File: src/rtl/program_loader_pkg.sv
// Shared definitions for the program loader: FSM states, frame constants and
// CPU instruction encodings that benches may reuse when building images.
package program_loader_pkg;

  typedef enum logic [3:0] {
    IDLE,
    HDR_AH,
    HDR_AL,
    HDR_CH,
    HDR_CL,
    DATA,
    WRITE,
    CHECK,
    RUN,
    ERROR
  } loader_state_e;

  localparam logic [7:0] LOADER_SYNC_BYTE = 8'hA5;
  localparam int HDR_ADRS_BYTES = 2;
  localparam int HDR_CNT_BYTES  = 2;
  localparam int CHK_BYTES      = 1;

  localparam int OPCODE_W   = 6;
  localparam int OPCODE_LSB = 26;
  localparam logic [31:0] INSTR_NOP = 32'h0000_0000;

  // Only the low adrs_size bits of the start address are meaningful, so the
  // frame overflows when the masked start plus the word count passes the top.
  function automatic logic frame_overflows(input logic [15:0] start,
                                           input logic [15:0] count,
                                           input int adrs_size);
    logic [31:0] base;
    logic [31:0] span;
    base = {16'h0000, start} & ((32'd1 << adrs_size) - 32'd1);
    span = base + {16'h0000, count};
    return span > (32'd1 << adrs_size);
  endfunction

endpackage

File: src/rtl/program_loader_if.sv
// Byte-stream input and CPU memory write bus of the program loader.
interface program_loader_if #(
  parameter int DATA_SIZE = 32,
  parameter int ADRS_SIZE = 11
) ();
  logic [7:0]           rx_data;
  logic                 rx_valid;
  logic                 rx_ready;
  logic [DATA_SIZE-1:0] w_instruction;
  logic [ADRS_SIZE-1:0] w_adrs;
  logic                 w_enable;

  modport master (
    output rx_data, rx_valid,
    input  rx_ready, w_instruction, w_adrs, w_enable
  );

  modport slave (
    input  rx_data, rx_valid,
    output rx_ready, w_instruction, w_adrs, w_enable
  );
endinterface

File: src/rtl/program_loader_word_assembler.sv
// Shifts payload bytes MSB-first into a word and keeps the running XOR of
// every payload byte; word_done flags the byte that completes a word.
module program_loader_word_assembler #(
  parameter int DATA_SIZE = 32
) (
  input  logic                 clk,
  input  logic                 reset,
  input  logic                 clear,
  input  logic                 shift_en,
  input  logic [7:0]           byte_in,
  output logic [DATA_SIZE-1:0] next_word,
  output logic                 word_done,
  output logic [7:0]           checksum
);
  localparam int BYTES = DATA_SIZE / 8;
  localparam int CNT_W = (BYTES > 1) ? $clog2(BYTES) : 1;

  logic [DATA_SIZE-1:0] shift_reg;
  logic [CNT_W-1:0]     byte_cnt;

  // next_word is exposed combinationally so the top can latch the finished
  // word on the same edge that accepts its last byte.
  assign next_word = (shift_reg << 8) | DATA_SIZE'(byte_in);
  assign word_done = shift_en && (byte_cnt == CNT_W'(BYTES - 1));

  always_ff @(posedge clk) begin
    if (reset || clear) begin
      shift_reg <= '0;
      byte_cnt  <= '0;
      checksum  <= '0;
    end else if (shift_en) begin
      shift_reg <= next_word;
      checksum  <= checksum ^ byte_in;
      byte_cnt  <= word_done ? '0 : byte_cnt + CNT_W'(1);
    end
  end
endmodule

File: src/rtl/program_loader.sv
// Frame-driven loader: parses SYNC/address/count header, writes payload words
// into CPU memory and releases cpu_en once the payload XOR checksum matches.
module program_loader
  import program_loader_pkg::*;
#(
  parameter int         DATA_SIZE = 32,
  parameter int         ADRS_SIZE = 11,
  parameter logic [7:0] SYNC_BYTE = LOADER_SYNC_BYTE
) (
  input  logic              sys_clk,
  input  logic              reset,
  program_loader_if.slave   bus,
  output logic              cpu_en,
  output logic              load_busy,
  output logic              load_done,
  output logic              load_error
);
  loader_state_e        state;
  logic [7:0]           adrs_hi;
  logic [7:0]           adrs_lo;
  logic [7:0]           cnt_hi;
  logic [ADRS_SIZE-1:0] addr;
  logic [15:0]          words_left;
  logic [15:0]          start_field;
  logic [15:0]          count_field;
  logic                 xfer;
  logic                 at_rest;
  logic                 sync_seen;
  logic                 shift_en;
  logic                 word_done;
  logic [DATA_SIZE-1:0] next_word;
  logic [7:0]           checksum;

  assign xfer        = bus.rx_valid && bus.rx_ready;
  assign at_rest     = (state == IDLE) || (state == RUN) || (state == ERROR);
  assign sync_seen   = xfer && at_rest && (bus.rx_data == SYNC_BYTE);
  assign shift_en    = xfer && (state == DATA);
  assign start_field = {adrs_hi, adrs_lo};
  assign count_field = {cnt_hi, bus.rx_data};

  program_loader_word_assembler #(.DATA_SIZE(DATA_SIZE)) u_word_assembler (
    .clk      (sys_clk),
    .reset    (reset),
    .clear    (sync_seen),
    .shift_en (shift_en),
    .byte_in  (bus.rx_data),
    .next_word(next_word),
    .word_done(word_done),
    .checksum (checksum)
  );

  // rx_ready is only withheld during the single WRITE cycle.
  always_ff @(posedge sys_clk) begin
    if (reset) begin
      state             <= IDLE;
      bus.rx_ready      <= 1'b0;
      bus.w_instruction <= '0;
      bus.w_adrs        <= '0;
      bus.w_enable      <= 1'b0;
      cpu_en            <= 1'b0;
      load_busy         <= 1'b0;
      load_done         <= 1'b0;
      load_error        <= 1'b0;
      adrs_hi           <= '0;
      adrs_lo           <= '0;
      cnt_hi            <= '0;
      addr              <= '0;
      words_left        <= '0;
    end else begin
      bus.rx_ready <= 1'b1;
      bus.w_enable <= 1'b0;
      load_done    <= 1'b0;
      case (state)
        IDLE, RUN, ERROR: begin
          if (sync_seen) begin
            state      <= HDR_AH;
            cpu_en     <= 1'b0;
            load_error <= 1'b0;
            load_busy  <= 1'b1;
          end
        end
        HDR_AH: if (xfer) begin adrs_hi <= bus.rx_data; state <= HDR_AL; end
        HDR_AL: if (xfer) begin adrs_lo <= bus.rx_data; state <= HDR_CH; end
        HDR_CH: if (xfer) begin cnt_hi  <= bus.rx_data; state <= HDR_CL; end
        HDR_CL: begin
          if (xfer) begin
            addr       <= ADRS_SIZE'(start_field);
            words_left <= count_field;
            if (frame_overflows(start_field, count_field, ADRS_SIZE)) begin
              state      <= ERROR;
              load_error <= 1'b1;
              load_busy  <= 1'b0;
            end else if (count_field == 16'd0) begin
              state <= CHECK;
            end else begin
              state <= DATA;
            end
          end
        end
        DATA: begin
          if (word_done) begin
            state             <= WRITE;
            bus.rx_ready      <= 1'b0;
            bus.w_enable      <= 1'b1;
            bus.w_instruction <= next_word;
            bus.w_adrs        <= addr;
          end
        end
        WRITE: begin
          addr       <= addr + ADRS_SIZE'(1);
          words_left <= words_left - 16'd1;
          state      <= (words_left == 16'd1) ? CHECK : DATA;
        end
        CHECK: begin
          if (xfer) begin
            load_busy <= 1'b0;
            if (bus.rx_data == checksum) begin
              state     <= RUN;
              cpu_en    <= 1'b1;
              load_done <= 1'b1;
            end else begin
              state      <= ERROR;
              load_error <= 1'b1;
            end
          end
        end
        default: state <= IDLE;
      endcase
    end
  end
endmodule

File: src/flat_wrapper.sv
// flat-port wrapper written by rule: the top's interface ports become plain ports
module program_loader_flat import program_loader_pkg::*;
#(
  parameter int         DATA_SIZE = 32,
  parameter int         ADRS_SIZE = 11,
  parameter logic [7:0] SYNC_BYTE = LOADER_SYNC_BYTE
)
  (sys_clk, reset, cpu_en, load_busy, load_done, load_error, bus_rx_data, bus_rx_valid, bus_rx_ready, bus_w_instruction, bus_w_adrs, bus_w_enable);
  program_loader_if #(.DATA_SIZE(DATA_SIZE), .ADRS_SIZE(ADRS_SIZE)) bus_i ();
  input  logic sys_clk;
  input  logic reset;
  output logic cpu_en;
  output logic load_busy;
  output logic load_done;
  output logic load_error;
  input wire logic [$bits(bus_i.rx_data)-1:0] bus_rx_data;
  input wire logic [$bits(bus_i.rx_valid)-1:0] bus_rx_valid;
  output wire logic [$bits(bus_i.rx_ready)-1:0] bus_rx_ready;
  output wire logic [$bits(bus_i.w_instruction)-1:0] bus_w_instruction;
  output wire logic [$bits(bus_i.w_adrs)-1:0] bus_w_adrs;
  output wire logic [$bits(bus_i.w_enable)-1:0] bus_w_enable;
  assign bus_i.rx_data = bus_rx_data;
  assign bus_i.rx_valid = bus_rx_valid;
  assign bus_rx_ready = bus_i.rx_ready;
  assign bus_w_instruction = bus_i.w_instruction;
  assign bus_w_adrs = bus_i.w_adrs;
  assign bus_w_enable = bus_i.w_enable;
  program_loader #(.DATA_SIZE(DATA_SIZE), .ADRS_SIZE(ADRS_SIZE), .SYNC_BYTE(SYNC_BYTE)) u_core (.sys_clk(sys_clk), .reset(reset), .bus(bus_i), .cpu_en(cpu_en), .load_busy(load_busy), .load_done(load_done), .load_error(load_error));
endmodule
File: config.mk
export PLATFORM = sky130hd
export DESIGN_NAME = program_loader_flat
export DESIGN_NICKNAME = d
export VERILOG_FILES = /design/src/rtl/program_loader_pkg.sv /design/src/rtl/program_loader_if.sv /design/src/rtl/program_loader_word_assembler.sv /design/src/rtl/program_loader.sv /design/src/flat_wrapper.sv
export SDC_FILE = /design/constraint.sdc
export NUM_CORES = 1
export LEC_CHECK = 0
export BUFFER_PORTS_ARGS = -buffer_cell sky130_fd_sc_hd__buf_2
export CAP_MARGIN = 5
export CORE_MARGIN = 2
export CORE_UTILIZATION = 35
export CTS_CLUSTER_DIAMETER = 120
export CTS_CLUSTER_SIZE = 12
export DETAILED_ROUTE_END_ITERATION = 16
export GPL_ROUTABILITY_DRIVEN = 0
export SYNTH_ARGS = -nofsm -noshare
export SYNTH_HDL_FRONTEND = slang
export SYNTH_SLANG_ARGS = --single-unit
File: constraint.sdc
create_clock -name sys_clk -period 3.39 [get_ports sys_clk]
set_clock_uncertainty 0.15 [all_clocks]
set_input_delay 0.339 -clock sys_clk [delete_from_list [all_inputs] [get_ports sys_clk]]
set_output_delay 0.339 -clock sys_clk [all_outputs]
set_load 0.05 [all_outputs]
### After elaboration in Yosys (flattened, before gate mapping)

Index checks and enable logic that the tools add are counted.

* flip-flop bits (word level): 133
* bits in latches: 0
* memory bits (writable): 0
* memory bits (read-only): 0
* bits of input ports: 11
* output and inout bits: 49
* logic and storage cells: 110
* memories: 0

* add/subtract/negate cells: 4
* multipliers: 0
* divide/modulo/power cells: 0
* order comparisons: 1
* equal/unequal tests: 23
* shift operators: 0
* multiplexer cells: 35
* bitwise logic cells: 5
* reduce and logical (&&, ||, !) cells: 25

Operator list (number)
* 32-bit by 12-bit > comparator with 1-bit output (second input constant): 1
* 4-bit 2-to-1 mux: 8
* 32-bit by 8-bit bitwise OR with 32-bit output: 1
* 16-bit case mux with 2 select lines: 1
* 4-bit case mux with 8 select lines: 1
* 11-bit case mux with 2 select lines: 1
* 11-bit by 16-bit adder with 17-bit output: 1
* 16-bit by 1-bit == test with 1-bit output (second input constant): 1
* 4-bit by 3-bit == test with 1-bit output (second input constant): 4
* 16-bit zero test: 1
* 1-bit 2-to-1 mux: 16
* 16-bit 2-to-1 mux: 1
* 16-bit by 1-bit subtractor with 16-bit output (second input constant): 1
* 2-bit by 1-bit != test with 1-bit output (second input constant): 7
* 11-bit by 1-bit adder with 11-bit output (second input constant): 1
* 11-bit 2-to-1 mux: 1
* 2-bit AND reduction: 5
* 4-bit by 2-bit == test with 1-bit output (second input constant): 2
* 4-bit == test (second input constant): 2
* 8-bit == test: 1
* 8-bit == test (second input constant): 1
* 8-bit bitwise XOR: 1
* 7-bit AND reduction: 1
* 2-bit 2-to-1 mux: 3
* other kinds (17): 30

### Longest topological paths before layout

Gate-level depths: netlist of run 1.

* depth in word-level cells: 7
* mapped depth: 10
* depth with buffers taken out: 10

### By module

From an unflattened synthesis of run 1, not the netlist that was laid out.

* cells, all modules: 772
* area, all modules: 6442.4 um2

By module, submodules not included
* program_loader: instances 1, cells each 641, area each 5054.8 um2, sequential area each 1981.9 um2
* program_loader_word_assembler: instances 1, cells each 131, area each 1387.6 um2, sequential area each 680.7 um2

### Worst setup path before layout of run 1

Ideal clock, no wire load.

* kind: input -> register
* start: in bus_rx_data[0]
* end: reg u_core.state[3]
* setup time: 0.117 ns
* data arrival time: 2.647 ns
* setup slack: 0.475 ns
* stages: 10
* path buffers: 0
* path through: ha_1 -> fa_1 -> a21o_1 -> a221oi_4 -> and4b_1 -> o221ai_2 -> a2111oi_4 -> a2bb2o_1 -> o211ai_2 -> a32o_1

* word-level cells in the longest chain between the ends: 5
* elaborated cells on any way between the ends: 9
* classes of those cells: add/sub (1); order compare (1); eq/ne (2); mux (3); reduce/logical (2)

RTL lines
* start: declaration: line flat_wrapper.sv:16 `input wire logic [$bits(bus_i.rx_data)-1:0] bus_rx_data;`
* 11-bit by 16-bit adder with 17-bit output: line program_loader_pkg.sv:35 `span = base + {16'h0000, count};`
* 32-bit by 12-bit > comparator with 1-bit output: line program_loader_pkg.sv:36 `return span > (32'd1 << adrs_size);`
* 4-bit 2-to-1 mux: line program_loader.sv:89 `if (frame_overflows(start_field, count_field, ADRS_SIZE)) begin`
* 4-bit 2-to-1 mux: line program_loader.sv:86 `if (xfer) begin`
* 4-bit case mux with 8 select lines: line program_loader.sv:73 `case (state)`
* end signal: assignment: line program_loader.sv:112 `state <= (words_left == 16'd1) ? CHECK : DATA;`
* end: declaration: line program_loader.sv:18 `loader_state_e state;`

Parallel ways exist; a longest one is shown, timed or not. The select of a mux whose other input is x is not followed.
A chain may end at the register's enable or synchronous reset.

### Final worst setup path of run 1

* start: reg u_core.adrs_lo[0]
* end: reg u_core.state[1]

* word-level cells in the longest chain between the ends: 5

RTL lines
* start: declaration: line program_loader.sv:20 `logic [7:0] adrs_lo;`
* start signal: assignment: line program_loader.sv:65 `adrs_lo <= '0;`
* start signal: assignment: line program_loader.sv:83 `HDR_AL: if (xfer) begin adrs_lo <= bus.rx_data; state <= HDR_CH; end`
* 11-bit by 16-bit adder with 17-bit output: line program_loader_pkg.sv:35
* 32-bit by 12-bit > comparator with 1-bit output: line program_loader_pkg.sv:36
* 4-bit 2-to-1 mux: line program_loader.sv:89
* 4-bit 2-to-1 mux: line program_loader.sv:86
* 4-bit case mux with 8 select lines: line program_loader.sv:73

No other way between the ends. The select of a mux whose other input is x is not followed.

==> run_results.csv, run 1 <==
group,metric,value,unit
clock_network,clock-sinks,133,
final_layout,final_cell_mix,"dfxtp_1, nand2_1, a21oi_1",
setup_path,endpoint_kind,"register",
die,start_util,35.3,%
setup_path,critPathMaxStageDelay,430,ps
setup_path,worst_ep_required_time,3570,ps
route,firstDrtPassIters,6,
route,drtIter0Drc,373,
power_and_ir_drop,ir_worst_vdd,391,uV
timing,post-route-period-util,96.3,%
power_and_ir_drop,combPwrFrac,7.7,%
power_and_ir_drop,switching_share,24.8,%
timing,timing.final.hold_violations,0,
power_and_ir_drop,power.leakage,2.81,nW
clock_network,cts_tree,"built",
route,vias,5197,
grt,grt_busiest_layer,"met2",
place,io_buffer_count,59,
clock_network,holdBufCountCts,0,
logic_synthesis,ys_async_sr_fraction,0,%
logic_synthesis,synth_area,5800,um2
clock_network,clk_path_buf_depth,2,
grt,grt_overflow_total,0,
timing,max-slew-margin-rel,55.3,%
place,hpwl,11.4,mm
worst_hold_path,min_path_type,"in2reg",
timing,rsz0062_at_grt,"false",
timing,setup_tns,0,ps
final_layout,nFillCells,1584,
final_layout,antenna_cells,0,
power_and_ir_drop,switching_power,0.946,mW
clock_network,cts_buffers,17,
die,dieArea,17600,um2
logic_synthesis,synth_ff_type,"dfxtp_1",
setup_path,arrival,3450,ps
grt,grt_use_met1,23.4,%
grt,antenna_found_initial,0,
logic_synthesis,synth_nets,689,
timing,max_freq,306,MHz
route,drt.antenna.violating_nets,0,
timing,worst_slack,125,ps
timing,period_needed,3270,ps
setup_path,crit_path_start_kind,"register",
timing,whs,27.7,ps
timing,setup_viol,0,
die,rows,47,
setup_path,cp_max_fo,5,
power_and_ir_drop,sequentialPowerShare,42.3,%
final_layout,final_common_cell,"dfxtp_1",
logic_synthesis,yosysSeqAreaShare,45.9,%
die,die_x,133,um
logic_synthesis,synth_enable_flop_cells,0,
power_and_ir_drop,intPower,2.87,mW
die,dieHeight,133,um
grt,grt_first_pass_wirelength,25.7,mm
route,via_per_inst,5.46,
die,ios,60,
setup_path,ff2ff_setup_slack,120,ps
run_status,outcome,"completed",
grt,grt_util_met2,30.4,%
power_and_ir_drop,clock_power_share,50.0,%
timing,worst_pin_slew,664,ps
grt,grt_max_degree,54,
grt,use_met3,4.06,%
route,wl_per_cell,17.0,um
route,drc,0,
setup_path,slowest_stage,"fa_1",
power_and_ir_drop,power,3.81,mW
clock_network,worst_skew_pair.late_latency,420,ps
logic_synthesis,synthCells,662,
final_layout,area_delta_synth_final,21.0,%
die,core-area,16400,um2
timing,slew_violations,0,
grt,grt_pass1_vias,4874,
setup_path,crit_type,"reg2reg",
flow_run,cap_violations,0,
clock_network,root_buffer,"clkbuf_16",
final_layout,fin_nets,745,
clock_network,htree_levels,4,
logic_synthesis,avgSynthCellArea,8.75,um2
clock_network,path_clk_slew,60,ps
final_layout,layout-drive-gt1-share,18.1,%
logic_synthesis,ys_types,60,
power_and_ir_drop,powerDensity,544,nW/um2
final_layout,largest_reg_flops,32,
place,pre_cts_ws,76.9,ps
grt,grt_util_all_layers,18.5,%
logic_synthesis,ys_ff_latch,133,
route,routed_wl,16.2,mm
setup_path,crit_chain,"ha_1, fa_1, a21o_1, a221oi_4, o21ai_0, a311oi_1, a21boi_0, a32o_2, o2111ai_1, a211oi_2",
logic_synthesis,synth_warnings,0,
[per-layer routing]
| layer | wire, um | share of wire (%) | up-vias |
|---|---|---|---|
| met2 | 7710 | 48 | 161 |
| met5 | 0 | 0 | - |
| met4 | 384 | 2.4 | 0 |
| met3 | 874 | 5.4 | 29 |
| met1 | 7220 | 45 | 2492 |
| li1 | - | - | 2515 |
[worst max-delay path, delay by kind of cell (launching register included)]
kind | cells | cell delay (ps)
flops | 1 | 330
fa+ha+maj | 2 | 660
compound gates | 8 | 2020
[repair_timing]
| action | in CTS | in global routing |
|---|---|---|
| setup buffers | 0 | 1 |
| gates resized for setup | 0 | 1 |
| endpoints found under the setup margin | 0 | 1 |
[path summary, 6_finish.rpt]
path | end | cells past startpoint | startpoint
worst max register to register | u_core.state[1]$_SDFFE_PP0P_ | 10 | u_core.adrs_lo[0]$_SDFFE_PP0P_
worst min register to register | u_core.u_word_assembler.shift_reg[19]$_SDFFE_PP0P_ | 2 | u_core.u_word_assembler.shift_reg[19]$_SDFFE_PP0P_
worst max-delay path | u_core.state[1]$_SDFFE_PP0P_ | 10 | u_core.adrs_lo[0]$_SDFFE_PP0P_
worst min-delay path | u_core.bus.rx_ready$_SDFF_PP0_ | 2 | reset
[cells in the mapped netlist (all sizes together) (2+ instances only)]
cell type | count | area [um2]
dfxtp | 133 | 2660
nand2 | 93 | 349
a21oi | 79 | 395
nor2 | 52 | 195
a22o | 44 | 385
clkbuf | 38 | 143
nand3 | 23 | 115
o21ai | 22 | 110
nor3 | 19 | 95.1
ha | 15 | 188
xnor2 | 11 | 96.3
xor2 | 11 | 96.3
o211ai | 10 | 80.1
nor4 | 9 | 56.3
a21o | 8 | 60.1
mux2i | 8 | 80.1
inv | 7 | 26.3
a31oi | 6 | 37.5
buf | 6 | 32.5
a221oi | 5 | 67.6
nand2b | 5 | 31.3
nand4 | 5 | 31.3
or2 | 5 | 31.3
a211oi | 4 | 30.0
a22oi | 4 | 30.0
and2 | 4 | 25.0
nor3b | 3 | 22.5
o311ai | 3 | 33.8
or3 | 3 | 18.8
a2111oi | 2 | 36.3
a32o | 2 | 21.3
nor2b | 2 | 12.5
o22a | 2 | 17.5
or4 | 2 | 15.0
[through the flow]
| stage | area, um2 | cells | util [%] |
|---|---|---|---|
| after floorplan | 5800 | 662 | - |
| after global placement | 6390 | 918 | 38.9 |
| after detailed placement | 6390 | 918 | 38.9 |
| after CTS | 7000 | 950 | 42.7 |
| after global routing | 7010 | 951 | 42.7 |
| final | 7010 | 951 | 42.7 |
[cell type report]
type | instances | area (um2) | area share (%)
well taps | 220 | 275 | 3.93
inverters | 7 | 26.3 | 0.375
repair buffers | 81 | 473 | 6.75
multi-input cells | 478 | 2960 | 42.2
flip-flops and latches | 133 | 2660 | 38.0
clock inverters | 14 | 174 | 2.48
clock buffers | 18 | 439 | 6.26
[power by group through the flow]
stage / registers, mW / clock network (mW) / logic, mW
after floorplan: 1.63 / 0 / 0.210
after global placement: 1.65 / 0 / 0.273
after detailed placement: 1.65 / 0 / 0.281
after CTS: 1.61 / 1.94 / 0.285
after global routing: 1.62 / 2.00 / 0.320
final: 1.61 / 1.91 / 0.294
[kinds of logic (layout without fill, tap and decap cells)]
group | after synthesis | in the layout | synth area share [%]
xor gates and xnor gates | 22 | 22 | 3.32
AOI/OAI and AO/OA | 205 | 205 | 24.8
adders and majority gates | 16 | 16 | 3.58
muxes | 8 | 8 | 1.38
and+or+nand+nor | 227 | 227 | 17.5
buffers and inverters | 51 | 120 | 3.48
DFF | 133 | 133 | 45.9
Note: power is estimated with default switching activity, not from simulation.
==> inputs of run 2 (changes only) <==
ABC_AREA = 1   (was default)
ABC_CLOCK_PERIOD_IN_PS = 3390   (was default)
CAP_MARGIN = default   (was 5)
==> run_results.csv, run 2 <==
group,metric,value,unit
die,dieArea,19100,um2
setup_path,reg2reg_to,"u_core.load_busy$_SDFFE_PP0P_",
final_layout,area_delta_synth_final,18.3,%
run_status,outcome,"completed",
timing,max-slew-margin-rel,47.9,%
timing,post-route-period-util,72.2,%
route,drc,0,
logic_synthesis,synth_top_cell_by_area,"dfxtp_1",
setup_path,cpLargestDelayFamily,"simple AND/OR/NAND/NOR gates",
clock_network,cts_resized,0,
logic_synthesis,synth_enable_flop_cells,0,
grt,grt_first_pass_wirelength,28.3,mm
timing,timing.final.hold_violations,0,
grt,grt_util_all_layers,18.0,%
clock_network,htree_levels,4,
route,wl_per_cell,14.3,um
setup_path,cpMostUsedCell,"nand2_1",
timing,worst_pin_slew,781,ps
logic_synthesis,synthCells,888,
place,placed_area,6840,um2
route,top_layer,"met4",
die,core-area,17800,um2
grt,antenna_found_initial,0,
place,io_buffer_count,59,
grt,grt_pass1_vias,5594,
route,drt.antenna.violating_nets,0,
setup_path,crit_type,"reg2reg",
worst_hold_path,min_path_type,"in2reg",
final_layout,final_cell_mix,"nand2_1, dfxtp_1, inv_1, a21oi_1, buf_2",
route,via_per_inst,4.95,
place,hpwl,12.2,mm
logic_synthesis,synthTopCellsByArea,"dfxtp_1, nand2_1, a21oi_1",
route,wl_met1,7.92,mm
worst_hold_path,holdPathEnd,"u_core.adrs_lo[0]$_SDFFE_PP0P_",
die,die_x,138,um
final_layout,fin_nets,969,
setup_path,crit_buf_inv,0,
setup_path,r2r-start,"u_core.adrs_lo[0]$_SDFFE_PP0P_",
flow_run,cap_violations,0,
timing,rsz0062_at_grt,"false",
setup_path,worst_ep_required_time,3590,ps
die,dieHeight,138,um
route,firstDrtPassIters,5,
logic_synthesis,ys_types,46,
die,rows,49,
logic_synthesis,synth_area,6310,um2
setup_path,ff2ff_setup_slack,940,ps
logic_synthesis,synth_top_area_share,42.2,%
place,dpl.cell_count,1152,
final_layout,post-route-util,41.9,%
final_layout,largest_reg_flops,32,
final_layout,antenna_cells,0,
clock_network,cts_tree,"built",
die,ios,60,
route,drtIter0Drc,446,
setup_path,r2r.worst_path.cells,17,
power_and_ir_drop,power.leakage,3.27,nW
clock_network,clk_path_buf_depth,2,
setup_path,endpoint_kind,"register",
logic_synthesis,synth_nets,915,
timing,setup_viol,0,
final_layout,stdcell_area,7470,um2
setup_path,crit_path_start_kind,"register",
logic_synthesis,yosysSeqAreaShare,42.2,%
final_layout,layoutNonFillerInstCount,1184,
timing,slew_violations,0,
route,wl_met3,724,um
die,start_util,35.4,%
setup_path,crit_chain,"ha_1, fa_1, nand2_1, nand2_1, nand3b_2, nand2_2, nand2_1, nand2_1, nand2_1, nand2_1, nor2_1, nand2_1, nand2_1, nand2_1, o21ai_1, nand2_1, a21oi_2",
setup_path,slowest_stage,"fa_1",
logic_synthesis,avgSynthCellArea,7.11,um2
setup_path,critPathMaxStageDelay,400,ps
clock_network,cts_buffers,17,
worst_hold_path,worstHoldPathCells,3,
power_and_ir_drop,powerDensity,521,nW/um2
final_layout,final_common_cell,"nand2_1",
route,wl_met2,7.90,mm
timing,period_needed,2450,ps
final_layout,layout-drive-gt1-share,14.3,%
setup_path,cp_max_fo,4,
timing,max_freq,408,MHz
clock_network,path_clk_slew,60,ps
logic_synthesis,synth_ff_type,"dfxtp_1",
setup_path,arrival,2650,ps
route,vias,5856,
logic_synthesis,synth_most_common_cell,"nand2_1",
logic_synthesis,synthTopCellsByCount,"nand2_1, dfxtp_1, a21oi_1, inv_1, nor2_1",
clock_network,cts_setup_buffers,0,
grt,grt_max_degree,36,
timing,setup_tns,0,ps
logic_synthesis,ys_ff_latch,133,
power_and_ir_drop,power,3.89,mW
clock_network,root_buffer,"clkbuf_16",
logic_synthesis,synth_warnings,0,
clock_network,holdBufCountCts,0,
logic_synthesis,ys_async_sr_fraction,0,%
clock_network,clock-sinks,133,
grt,grt_overflow_total,0,
route,routed_wl,16.9,mm
power_and_ir_drop,ir_worst_vdd,448,uV
worst_hold_path,hold_start,"bus_rx_data[0]",
clock_network,worst_skew_pair.late_latency,420,ps
## run 2: cell count changes in the layout (fill, tap and decap cells not counted), sizes merged, moves of 6 or more
cell,before,now
mux2i,8,0
a21o,8,1
nand2,93,289
buf,81,70
inv,11,96
a22o,44,8
xnor2,11,1
nor2,52,58
o21ai,22,54
nand3,23,41
## run 2: area by class of cell
class	instances	area, um2
clock buffer	18	439
clock inverter	14	189
fill	1819	10400
inverter	90	338
multi-input combinational	630	3180
sequential	133	2660
tap	229	287
timing repair buffer	70	378
## run 2: kinds of logic after synthesis
logic type | count (synthesis) | synth area share [%]
DFF | 133 | 42.2
AOI/OAI and AO/OA | 175 | 15.7
buffers and inverters | 125 | 7.65
xor gates and xnor gates | 14 | 1.94
and+or+nand+nor | 425 | 29.2
adders and majority gates | 16 | 3.29
## run 2: metrics by stage
| stage | hold slack [ps] | worst slack (ps) |
|---|---|---|
| final | 156 | 941 |
| after CTS | 132 | 939 |
| after global placement | 273 | 815 |
| after global routing | 156 | 684 |
| after floorplan | 280 | 1150 |
| after detailed placement | 277 | 755 |
## run 2: tightest hold or removal path: stages
cell and delay [ps]:
buf_2 170, nand3_1 100, a21oi_1 60
## run 2: per-layer routing
metal / vias up / global-route usage (%)
li1: 3024 / -
met1: 2666 / 23.1
met4: 0 / 6.71
met3: 28 / 3.50
met5: - / 0
met2: 138 / 29.9
## run 2: how the worst max path moves through the flow
stage | startpoint | end | depth (start not counted)
after floorplan | bus_rx_data[0] | u_core.load_busy$_SDFFE_PP0P_ | 17
after global placement | bus_rx_data[0] | u_core.load_busy$_SDFFE_PP0P_ | 18
after detailed placement | bus_rx_data[0] | u_core.load_busy$_SDFFE_PP0P_ | 18
after CTS | u_core.adrs_lo[0]$_SDFFE_PP0P_ | u_core.load_busy$_SDFFE_PP0P_ | 17
after global routing | u_core.adrs_lo[0]$_SDFFE_PP0P_ | u_core.state[2]$_SDFFE_PP0P_ | 17
final | u_core.adrs_lo[0]$_SDFFE_PP0P_ | u_core.load_busy$_SDFFE_PP0P_ | 17
## run 2: where the power goes
group	internal (mW)	switching (mW)	leakage (nW)
clock network	1.20	0.757	0.303
registers	1.59	0.0280	1.07
logic	0.0900	0.231	1.90
==> inputs of run 3 (changes only) <==
ABC_CLOCK_PERIOD_IN_PS = 2200   (was 3390)
clock period = 2.2 ns   (was 3.39 ns; I/O delays follow)
==> run_results.csv, run 3 (synthesis results as in run 2) <==
group,metric,value,unit
run_status,outcome,"complete, but fails checks",
run_status,failed_checks,"negative setup slack",
route,wl_met3,713,um
die,dieHeight,138,um
grt,grt_first_pass_wirelength,28.8,mm
die,die_x,138,um
route,drt.antenna.violating_nets,0,
route,routed_wl,17.8,mm
clock_network,path_clk_slew,70,ps
grt,antenna_found_initial,0,
setup_path,crit_chain,"ha_4, fa_2, buf_4, xnor2_2, nand3_1, nor2_1, nand3_1, nor2_1, nand2_1, nand2_2, buf_4, nand3_4, nand2_2, nand2_1, a21oi_2",
final_layout,final_cell_mix,"nand2_1, dfxtp_1, inv_1",
clock_network,cts_buffers,17,
setup_path,cpLargestDelayFamily,"simple AND/OR/NAND/NOR gates",
clock_network,root_buffer,"clkbuf_16",
flow_run,cap_violations,0,
place,io_buffer_count,59,
timing,whs,106,ps
clock_network,cts_tree,"built",
power_and_ir_drop,powerDensity,742,nW/um2
place,hpwl,12.8,mm
route,vias,6042,
setup_path,endpoint_kind,"register",
grt,grt_util_all_layers,18.6,%
grt,grt_overflow_total,0,
final_layout,final_common_cell,"nand2_1",
timing,max-slew-margin-rel,66.9,%
timing,worst_pin_slew,493,ps
timing,slew_violations,0,
final_layout,antenna_cells,0,
die,ios,60,
power_and_ir_drop,ir_worst_vdd,589,uV
setup_path,cp_max_fo,3,
die,dieArea,19100,um2
timing,post-route-period-util,103,%
place,placed_area,7220,um2
die,rows,49,
route,via_per_inst,4.89,
clock_network,clk_path_buf_depth,2,
final_layout,largest_reg_flops,32,
final_layout,stdcell_area,8040,um2
final_layout,post-route-util,45.1,%
clock_network,htree_levels,4,
final_layout,nFillCells,1810,
worst_hold_path,min_path_type,"in2reg",
grt,grt_pass1_vias,5637,
clock_network,clock-sinks,133,
route,wl_met2,8.69,mm
die,start_util,35.4,%
setup_path,crit_type,"reg2reg",
setup_path,critPathMaxStageDelay,340,ps
die,core-area,17800,um2
final_layout,fin_nets,1021,
timing,setup_viol,4,
timing,max_freq,439,MHz
timing,rsz0062_at_grt,"true",
setup_path,worst_ep_required_time,2410,ps
route,top_layer,"met4",
timing,timing.final.hold_violations,0,
setup_path,crit_path_start_kind,"register",
route,drc,0,
grt,grt_max_degree,29,
timing,worst_slack,-75.8,ps
final_layout,area_delta_synth_final,27.4,%
setup_path,arrival,2480,ps
setup_path,crit_buf_inv,2,
power_and_ir_drop,power.leakage,3.54,nW
route,wl_per_cell,14.4,um
final_layout,layout-drive-gt1-share,21.5,%
route,drtIter0Drc,408,
setup_path,slowest_stage,"dfxtp_2",
timing,period_needed,2280,ps
route,wl_met1,8.28,mm
clock_network,worst_skew_pair.late_latency,420,ps
route,firstDrtPassIters,5,
[run 3: cell count changes in the layout (fill, tap and decap cells not counted), moves of 2 or more]
cell,change
buf_4,+50
nand2_1,-8
ha_1,-7
ha_4,+7
inv_8,+6
a21oi_1,-5
a21oi_2,+5
nand2_2,+5
nand2_4,+3
bufinv_16,-2
dfxtp_1,-2
dfxtp_2,+2
nand3_1,-2
[run 3: path summary, 6_finish.rpt]
check                                                         startpoint                                  endpoint  slack (ps)  depth (start not counted)
worst max-delay path                      u_core.adrs_lo[0]$_SDFFE_PP0P_              u_core.state[2]$_SDFFE_PP0P_         -80                         15
worst min-delay path                                      bus_rx_data[0]  u_core.bus.w_instruction[0]$_SDFFE_PP0P_         110                          4
worst max register to register            u_core.adrs_lo[0]$_SDFFE_PP0P_              u_core.state[2]$_SDFFE_PP0P_         -80                         15
worst min register to register  u_core.bus.w_instruction[3]$_SDFFE_PP0P_  u_core.bus.w_instruction[3]$_SDFFE_PP0P_         290                          2
[run 3: what timing repair did]
action                     CTS  global route
setup buffers                1             2
resized for setup           24            12
pin swaps                    9             5
hold endpoints to repair     1             0
hold buffers                 1             0
cloned                       0             0
setup endpoints to repair    5             8
[run 3: layer usage]
metal | vias to the layer above | GRT usage (%)
met3 | 11 | 4.36
met4 | 0 | 4.67
met2 | 115 | 31.4
met1 | 2798 | 24.2
met5 | - | 0
li1 | 3118 | -
[run 3: tightest hold or removal path, stage by stage]
cell	delay, ps
buf_2	110
buf_4	130
inv_1	50
o21ai_0	130
[run 3: through the flow]
step | total power [mW] | setup TNS [ps] | instances | worst slack (ps)
6_report | 5.96 | -222 | 1236 | -75.8
5_1_grt | 6.18 | -1190 | 1236 | -284
3_3_place_gp | 3.11 | -363 | 1200 | -106
2_1_floorplan | 2.90 | 0 | 888 | 50.4
3_5_place_dp | 3.11 | -633 | 1200 | -171
4_1_cts | 6.00 | -98.4 | 1234 | -55.6
[run 3: power by group]
part / switching (mW) / internal, mW
clock network: 1.25 / 1.63
logic: 0.384 / 0.211
registers: 0.0456 / 2.44
[run 3: cell type report]
type / instances / area, um2 / area share, %
Multi-Input combinational cell: 630 / 3370 / 41.9
Timing Repair Buffer: 122 / 783 / 9.74
Clock buffer: 17 / 425 / 5.29
Clock inverter: 15 / 171 / 2.13
Sequential cell: 133 / 2670 / 33.1
Inverter: 90 / 342 / 4.25
Tap cell: 229 / 287 / 3.56
